===== src/rtl/dcache_pkg.sv =====
// dcache_pkg: shared definitions for the L1 data-cache controller.
//   - address field widths/offsets and tag-word bit positions
//   - controller state encoding
//   - word_select / word_merge helpers for 32-bit words inside a 256-bit line
package dcache_pkg;

   localparam int LINE_W    = 256;
   localparam int WORD_W    = 32;
   localparam int WSEL_W    = 3;   // 8 words per line
   localparam int OFFSET_W  = 5;   // byte offset within a line
   localparam int IDX_W     = 4;
   localparam int TAG_W     = 23;
   localparam int TAGWORD_W = 25;  // {valid, dirty, tag}
   localparam int VALID_BIT = 24;
   localparam int DIRTY_BIT = 23;

   typedef logic [2:0] state_t;

   localparam state_t S_IDLE        = 3'd0;
   localparam state_t S_MISS        = 3'd1;
   localparam state_t S_WRITEBACK   = 3'd2;
   localparam state_t S_REFILL      = 3'd3;
   localparam state_t S_REFILL_DONE = 3'd4;

   // Extract 32-bit word 'sel' from a line.
   function automatic logic [WORD_W-1:0] word_select(input logic [LINE_W-1:0] line,
                                                     input logic [WSEL_W-1:0] sel);
      return line[{sel, 5'b0} +: WORD_W];
   endfunction

   // Return 'line' with word 'sel' replaced by 'data'.
   function automatic logic [LINE_W-1:0] word_merge(input logic [LINE_W-1:0] line,
                                                    input logic [WSEL_W-1:0] sel,
                                                    input logic [WORD_W-1:0] data);
      logic [LINE_W-1:0] merged;
      merged = line;
      merged[{sel, 5'b0} +: WORD_W] = data;
      return merged;
   endfunction

endpackage


===== src/rtl/dcache_ctrl.sv =====
// dcache_ctrl: write-back, write-allocate controller for the 2-way L1 data cache.
// Hits are serviced combinationally through the SRAM; misses stall the CPU while
// an optional dirty-victim write-back and a line refill are sequenced.
//
// Ports:
//   clk_i, rst_i            clock, asynchronous active-high reset
//   cpu_req_i/we_i/addr_i   CPU request (addr: tag [31:9], index [8:5], word [4:2])
//   cpu_data_i/cpu_data_o   store data / load data
//   cpu_stall_o             CPU must hold its request
//   sram_*_o                SRAM enable, write strobe, set index, {v,d,tag}, line
//   sram_tag_i/data_i/hit_i SRAM lookup result (victim way on a miss)
//   mem_enable_o            one-cycle memory request pulse
//   mem_write_o/addr_o/data_o  write-back (1) or refill (0), line address, line
//   mem_data_i, mem_ack_i   refill line and one-cycle completion pulse
//   state_o                 current FSM state (debug visibility)
//
// Handshake: mem_enable_o pulses for the first cycle of WRITEBACK/REFILL; the FSM
// then waits for mem_ack_i, which is accepted from that same first cycle onward.
// Acks seen in any other state are ignored.
module dcache_ctrl
   import dcache_pkg::*;
#(
   parameter int LINE_BITS = 256,
   parameter int IDX_BITS  = 4,
   parameter int TAG_BITS  = 23
) (
   input  logic                  clk_i,
   input  logic                  rst_i,
   input  logic                  cpu_req_i,
   input  logic                  cpu_we_i,
   input  logic [31:0]           cpu_addr_i,
   input  logic [31:0]           cpu_data_i,
   output logic [31:0]           cpu_data_o,
   output logic                  cpu_stall_o,
   output logic                  sram_enable_o,
   output logic                  sram_write_o,
   output logic [IDX_BITS-1:0]   sram_addr_o,
   output logic [TAG_BITS+1:0]   sram_tag_o,
   output logic [LINE_BITS-1:0]  sram_data_o,
   input  logic [TAG_BITS+1:0]   sram_tag_i,
   input  logic [LINE_BITS-1:0]  sram_data_i,
   input  logic                  sram_hit_i,
   output logic                  mem_enable_o,
   output logic                  mem_write_o,
   output logic [31:0]           mem_addr_o,
   output logic [LINE_BITS-1:0]  mem_data_o,
   input  logic [LINE_BITS-1:0]  mem_data_i,
   input  logic                  mem_ack_i,
   output logic [2:0]            state_o
);

   state_t                 state_q, state_d;
   logic [31:0]            addr_q, addr_d;
   logic [31:0]            wdata_q, wdata_d;
   logic                   we_q, we_d;
   logic [LINE_BITS-1:0]   line_q, line_d;      // victim line, then refill line
   logic [TAG_BITS-1:0]    vtag_q, vtag_d;      // victim tag for the write-back address
   logic                   first_q, first_d;    // first cycle of a state

   logic [TAG_BITS-1:0]    req_tag, tag_q;
   logic [IDX_BITS-1:0]    req_idx, idx_q;
   logic [WSEL_W-1:0]      req_word, word_q;
   logic                   hit;
   logic                   unused_addr_bits;

   assign req_tag  = cpu_addr_i[31 -: TAG_BITS];
   assign req_idx  = cpu_addr_i[OFFSET_W +: IDX_BITS];
   assign req_word = cpu_addr_i[2 +: WSEL_W];
   assign tag_q    = addr_q[31 -: TAG_BITS];
   assign idx_q    = addr_q[OFFSET_W +: IDX_BITS];
   assign word_q   = addr_q[2 +: WSEL_W];
   assign unused_addr_bits = ^{cpu_addr_i[1:0], addr_q[1:0]};

   assign hit         = sram_hit_i & sram_tag_i[VALID_BIT];
   assign cpu_stall_o = (state_q != S_IDLE) | (cpu_req_i & ~hit);
   assign state_o     = state_q;
   assign first_d     = (state_d != state_q);

   // SRAM lookup request. Kept apart from the hit-dependent logic so the SRAM's
   // combinational compare never loops back through this block. A store presents
   // the dirty tag word up front; the SRAM only commits it when sram_write_o is set.
   always_comb begin
      sram_enable_o = 1'b0;
      sram_addr_o   = '0;
      sram_tag_o    = '0;
      case (state_q)
         S_IDLE: begin
            if (cpu_req_i) begin
               sram_enable_o = 1'b1;
               sram_addr_o   = req_idx;
               sram_tag_o    = {1'b1, cpu_we_i, req_tag};
            end
         end
         S_MISS: begin
            sram_enable_o = 1'b1;
            sram_addr_o   = idx_q;
            sram_tag_o    = {1'b1, 1'b0, tag_q};
         end
         S_REFILL_DONE: begin
            sram_enable_o = 1'b1;
            sram_addr_o   = idx_q;
            sram_tag_o    = {1'b1, we_q, tag_q};
         end
         default: ;
      endcase
   end

   always_comb begin
      state_d      = state_q;
      addr_d       = addr_q;
      wdata_d      = wdata_q;
      we_d         = we_q;
      line_d       = line_q;
      vtag_d       = vtag_q;
      sram_write_o = 1'b0;
      sram_data_o  = '0;
      cpu_data_o   = '0;
      mem_enable_o = 1'b0;
      mem_write_o  = 1'b0;
      mem_addr_o   = '0;
      mem_data_o   = '0;
      case (state_q)
         S_IDLE: begin
            if (cpu_req_i) begin
               if (hit) begin
                  cpu_data_o = word_select(sram_data_i, req_word);
                  if (cpu_we_i) begin
                     sram_write_o = 1'b1;
                     sram_data_o  = word_merge(sram_data_i, req_word, cpu_data_i);
                  end
               end else begin
                  addr_d  = cpu_addr_i;
                  wdata_d = cpu_data_i;
                  we_d    = cpu_we_i;
                  state_d = S_MISS;
               end
            end
         end
         S_MISS: begin
            // SRAM presents the LRU victim; only a valid+dirty one needs writing back.
            if (sram_tag_i[VALID_BIT] && sram_tag_i[DIRTY_BIT]) begin
               line_d  = sram_data_i;
               vtag_d  = sram_tag_i[TAG_BITS-1:0];
               state_d = S_WRITEBACK;
            end else begin
               state_d = S_REFILL;
            end
         end
         S_WRITEBACK: begin
            mem_enable_o = first_q;
            mem_write_o  = 1'b1;
            mem_addr_o   = {vtag_q, idx_q, {OFFSET_W{1'b0}}};
            mem_data_o   = line_q;
            if (mem_ack_i) state_d = S_REFILL;
         end
         S_REFILL: begin
            mem_enable_o = first_q;
            mem_addr_o   = {tag_q, idx_q, {OFFSET_W{1'b0}}};
            if (mem_ack_i) begin
               line_d  = mem_data_i;
               state_d = S_REFILL_DONE;
            end
         end
         S_REFILL_DONE: begin
            // Store data is merged here so the replayed store in IDLE is a plain rewrite.
            sram_write_o = 1'b1;
            sram_data_o  = we_q ? word_merge(line_q, word_q, wdata_q) : line_q;
            state_d      = S_IDLE;
         end
         default: state_d = S_IDLE;
      endcase
   end

   always_ff @(posedge clk_i or posedge rst_i) begin
      if (rst_i) begin
         state_q <= S_IDLE;
         addr_q  <= '0;
         wdata_q <= '0;
         we_q    <= 1'b0;
         line_q  <= '0;
         vtag_q  <= '0;
         first_q <= 1'b0;
      end else begin
         state_q <= state_d;
         addr_q  <= addr_d;
         wdata_q <= wdata_d;
         we_q    <= we_d;
         line_q  <= line_d;
         vtag_q  <= vtag_d;
         first_q <= first_d;
      end
   end

endmodule


===== config.mk =====
export PLATFORM = sky130hd
export DESIGN_NAME = dcache_ctrl
export DESIGN_NICKNAME = d
export VERILOG_FILES = /design/src/rtl/dcache_pkg.sv /design/src/rtl/dcache_ctrl.sv
export SDC_FILE = /design/constraint.sdc
export NUM_CORES = 2
export LEC_CHECK = 0
export CORE_AREA = 2 2 474 476
export CTS_CLUSTER_DIAMETER = 40
export DETAILED_ROUTE_END_ITERATION = 8
export DIE_AREA = 0 0 476 478
export PLACE_DENSITY = 0.3
export SLEW_MARGIN = 10
export SYNTH_ARGS = -nofsm -noshare
export SYNTH_HDL_FRONTEND = slang
export SYNTH_SLANG_ARGS = --single-unit

===== constraint.sdc =====
create_clock -name clk_i -period 15.75 [get_ports clk_i]
set_input_delay 3.15 -clock clk_i [delete_from_list [all_inputs] [get_ports clk_i]]
set_output_delay 3.15 -clock clk_i [all_outputs]
set_load 0.01 [all_outputs]

==> impl_results.md <==
* Status: completed
* Initial antenna violation count at 132
* Wirelength per Cell at 42.4 um
* Area leader, netlist: dfrtp_1
* Required time worst endpoint at 12.60 ns
* GRT met2 Usage at 0.439
* Max Cap Viol at 0
* IO buf count at 1212
* Achievable Freq at 94.9 MHz
* Sequential fraction of the synthesis area at 0.308
* Leakage Power at 19.1 nW
* Hold Buf Count CTS at 0
* Inst Count DP at 7275
* Chip height at 478 um
* Worst EP arrival at about 7.4 ns
* Fin. max-slew vios at 0
* Die area at 228000 um2
* Worst-path fanout max at 35
* Largest net degree at the start of global routing at between 150 and 200
* Setup violators final at 0
* Clk sinks at 346
* Final Wtd Congestion at around 0.85
* Layout area overhead at 72.0%
* Clk root buf: clkbuf_16
* Ys Warns at 0
* Post-route antenna net violation count at 0
* Syn Std Cell Area at 28100 um2
* Skew final at 0.0386 ns
* Final hold vios at 0
* Total CTS buffers at 143
* Hold/Removal Path Class: reg -> reg
* Gr usage total at 0.273
* Most area-consuming cells after synthesis: dfrtp_1 (31%), mux2i_1 (19%), and2_1 (8.0%)
* Relative slew slack at 0.204
* Max IR drop VDD at 0.110 mV
* Seq cells post-synth at 346
* Path type of the worst setup path: in -> out
* Drt via density at 4.43
* Post-CTS resize count at 0
* # DRC at 0
* Post-synth EDFFs at 0
* Crit path cell chain: buf_4, inv_1, ha_1, buf_4, nor3b_2, buf_4, and2_1, mux2i_1, o22ai_1, clkdlybuf4s50_1
* CP delay by family, top: buffers and inverters
* Worst-path clk slew at about 0.040 ns
* Starting Density at 0.126
* Library cells used by synthesis at 50
* Detailed Route WL at 322 mm
* Die X at 476 um
* Core Area at roughly 220000 um2
* Cell Pwr Density at approximately 200 nW/um2
* DP HPWL at 256 mm
* Min cycle time layout at 10.54 ns
* Synth top area share at 0.308
* GRT met1 Usage at 0.328
* TritonRoute pass-1 iters at 9
* CP Buf/Inv Count at 5
* Worst Setup Start Kind: input pin
* Global route total overflow at 0
* Non-filler cells, final at 7591
* Iteration-0 DRC Markers at 2638
* Main synth FF type: dfrtp_1
* Post-Syn Area per Cell at roughly 8.6 um2
* # IOs at 1220
* Number of nets in the layout at 5043
* Least-Margin Pin Slew at 1.19 ns
* Setup TNS at 0 ns
* Hold slack at 0.507 ns
* Slowest CP cell: clkdlybuf4s50_1
* Clk buf depth at 3
* Tcrit/Tclk final at 0.669
* TritonCTS clock tree: done
* Clk_lat worst skew at 0.80 ns
* Busiest grt layer: met2
* # H-tree levels at 4
* Share of layout cells above drive strength 1 at 0.114
* Setup Fix Bufs, Post-CTS at 0
* Vias in the first global route at about 33000
* FFs w/ async S/R, synth at 1.00
* FP Rows at roughly 170
* Unrepaired setup endpoints after global routing: false
* Synth Instances at 3290
* Global-route wire length before repair at 398 mm
* CP dominant cell by count: buf_4
* Crit path largest cell delay at about 0.72 ns
* Total number of vias at 33650
* Routing usage on met3 at 0.109
* Nature of the critical path endpoint: output port
## worst paths after layout
| path | start | to | slack (ns) | depth (start not counted) |
|---|---|---|---|---|
| hold / removal | vtag_q[11]$_DFFE_PP0P_ | vtag_q[11]$_DFFE_PP0P_ | 0.51 | 1 |
| max in group asynchronous | rst_i | line_q[33]$_DFFE_PP0P_ | 10.63 | 4 |
| setup reg to reg | state_o[0]$_DFF_PP0_ | line_q[159]$_DFFE_PP0P_ | 11.18 | 7 |
| setup / recovery | cpu_addr_i[3] | sram_data_o[197] | 5.21 | 10 |
| hold reg to reg | vtag_q[11]$_DFFE_PP0P_ | vtag_q[11]$_DFFE_PP0P_ | 0.51 | 1 |
| min in group asynchronous | rst_i | vtag_q[16]$_DFFE_PP0P_ | 2.81 | 2 |
## where the power goes
group / total, W / internal (W) / switching [W] / leakage (nW)
Combinational: 0.00482 / 0.00201 / 0.00281 / 12.7
Sequential: 0.00208 / 0.00134 / 0.000739 / 3.92
Clock: 0.00285 / 0.00195 / 0.000900 / 2.40
## per-stage QoR
stage               worst slack (ns)  power, W  instance area, um2   util
global placement                5.28   0.00696               43300  0.194
CTS                             5.26   0.00989               48200  0.216
global route                    5.08    0.0102               48300  0.216
floorplan                       3.01   0.00395               28100      -
finish                          5.21   0.00976               48400  0.217
detailed placement              5.27   0.00696               43300  0.194
## cells by family after synthesis
| logic type | after synthesis | share of synthesized area |
|---|---|---|
| adder cells (fa/ha/maj) | 8 | 0.00356 |
| other | 1 | 0.000133 |
| flip-flops | 346 | 0.308 |
| multiplexers | 679 | 0.276 |
| XOR/XNOR | 1 | 0.000311 |
| buffers and inverters | 338 | 0.0578 |
| AO/OA/AOI/OAI | 585 | 0.131 |
| AND/OR/NAND/NOR | 1332 | 0.223 |
## cells in the mapped netlist, types with 12 or more instances
cell / n
mux2i_1: 532
and3_1: 68
buf_6: 12
mux2_2: 51
mux4_2: 64
dfrtp_1: 346
nor2_1: 283
mux2_1: 12
a21oi_1: 35
a22o_1: 27
and2_1: 358
buf_2: 151
nand2_1: 588
clkbuf_1: 137
a31oi_1: 256
mux2_4: 20
buf_4: 21
o22ai_1: 256
## layout make-up
class	count	area (um2)
inverter	7	33.8
timing repair buffer	1320	12900
clock inverter	44	674
antenna	60	150
multi-input combinational	2610	18000
sequential	346	8660
tap	2992	3740
clock buffer	212	4220
fill	24641	175000
## worst reg2reg max path, cell delays in order (launching register included)
cell and delay, ns:
dfrtp_2 0.38, buf_4 0.54, nand2b_1 0.26, a21oi_4 0.68
buf_4 0.71, buf_4 0.63, buf_4 0.92, a31oi_1 0.23
## state kept, by name, summed over array words and instances, names as in the netlist
name     flops
vtag_q      23
addr_q      30
line_q     256
wdata_q     32
first_q      1
we_q         1
state_o      3
## per-layer routing
layer,vias up,wire [um]
li1,14160,-
met4,46,10900
met5,-,320
met1,17147,129000
met3,406,34200
met2,1891,147000
## cells in the final DEF (no fill, tap or decap), drive strengths merged, types with 2 or more instances in the layout
| cell | n |
|---|---|
| a21oi | 37 |
| a22o | 27 |
| a31oi | 256 |
| and2 | 358 |
| and3 | 68 |
| and4b | 2 |
| buf | 119 |
| bufinv | 7 |
| clkbuf | 212 |
| clkdlybuf4s50 | 1201 |
| clkinv | 31 |
| conb | 5 |
| dfrtp | 346 |
| diode | 60 |
| ha | 8 |
| inv | 13 |
| mux2 | 83 |
| mux2i | 532 |
| mux4 | 64 |
| nand2 | 588 |
| nand2b | 3 |
| nand3 | 5 |
| nand3b | 2 |
| nor2 | 284 |
| nor2b | 3 |
| nor3 | 3 |
| nor3b | 5 |
| nor4b | 5 |
| o21ai | 5 |
| o22ai | 256 |
No activity file was read; power rests on OpenSTA's default activity.
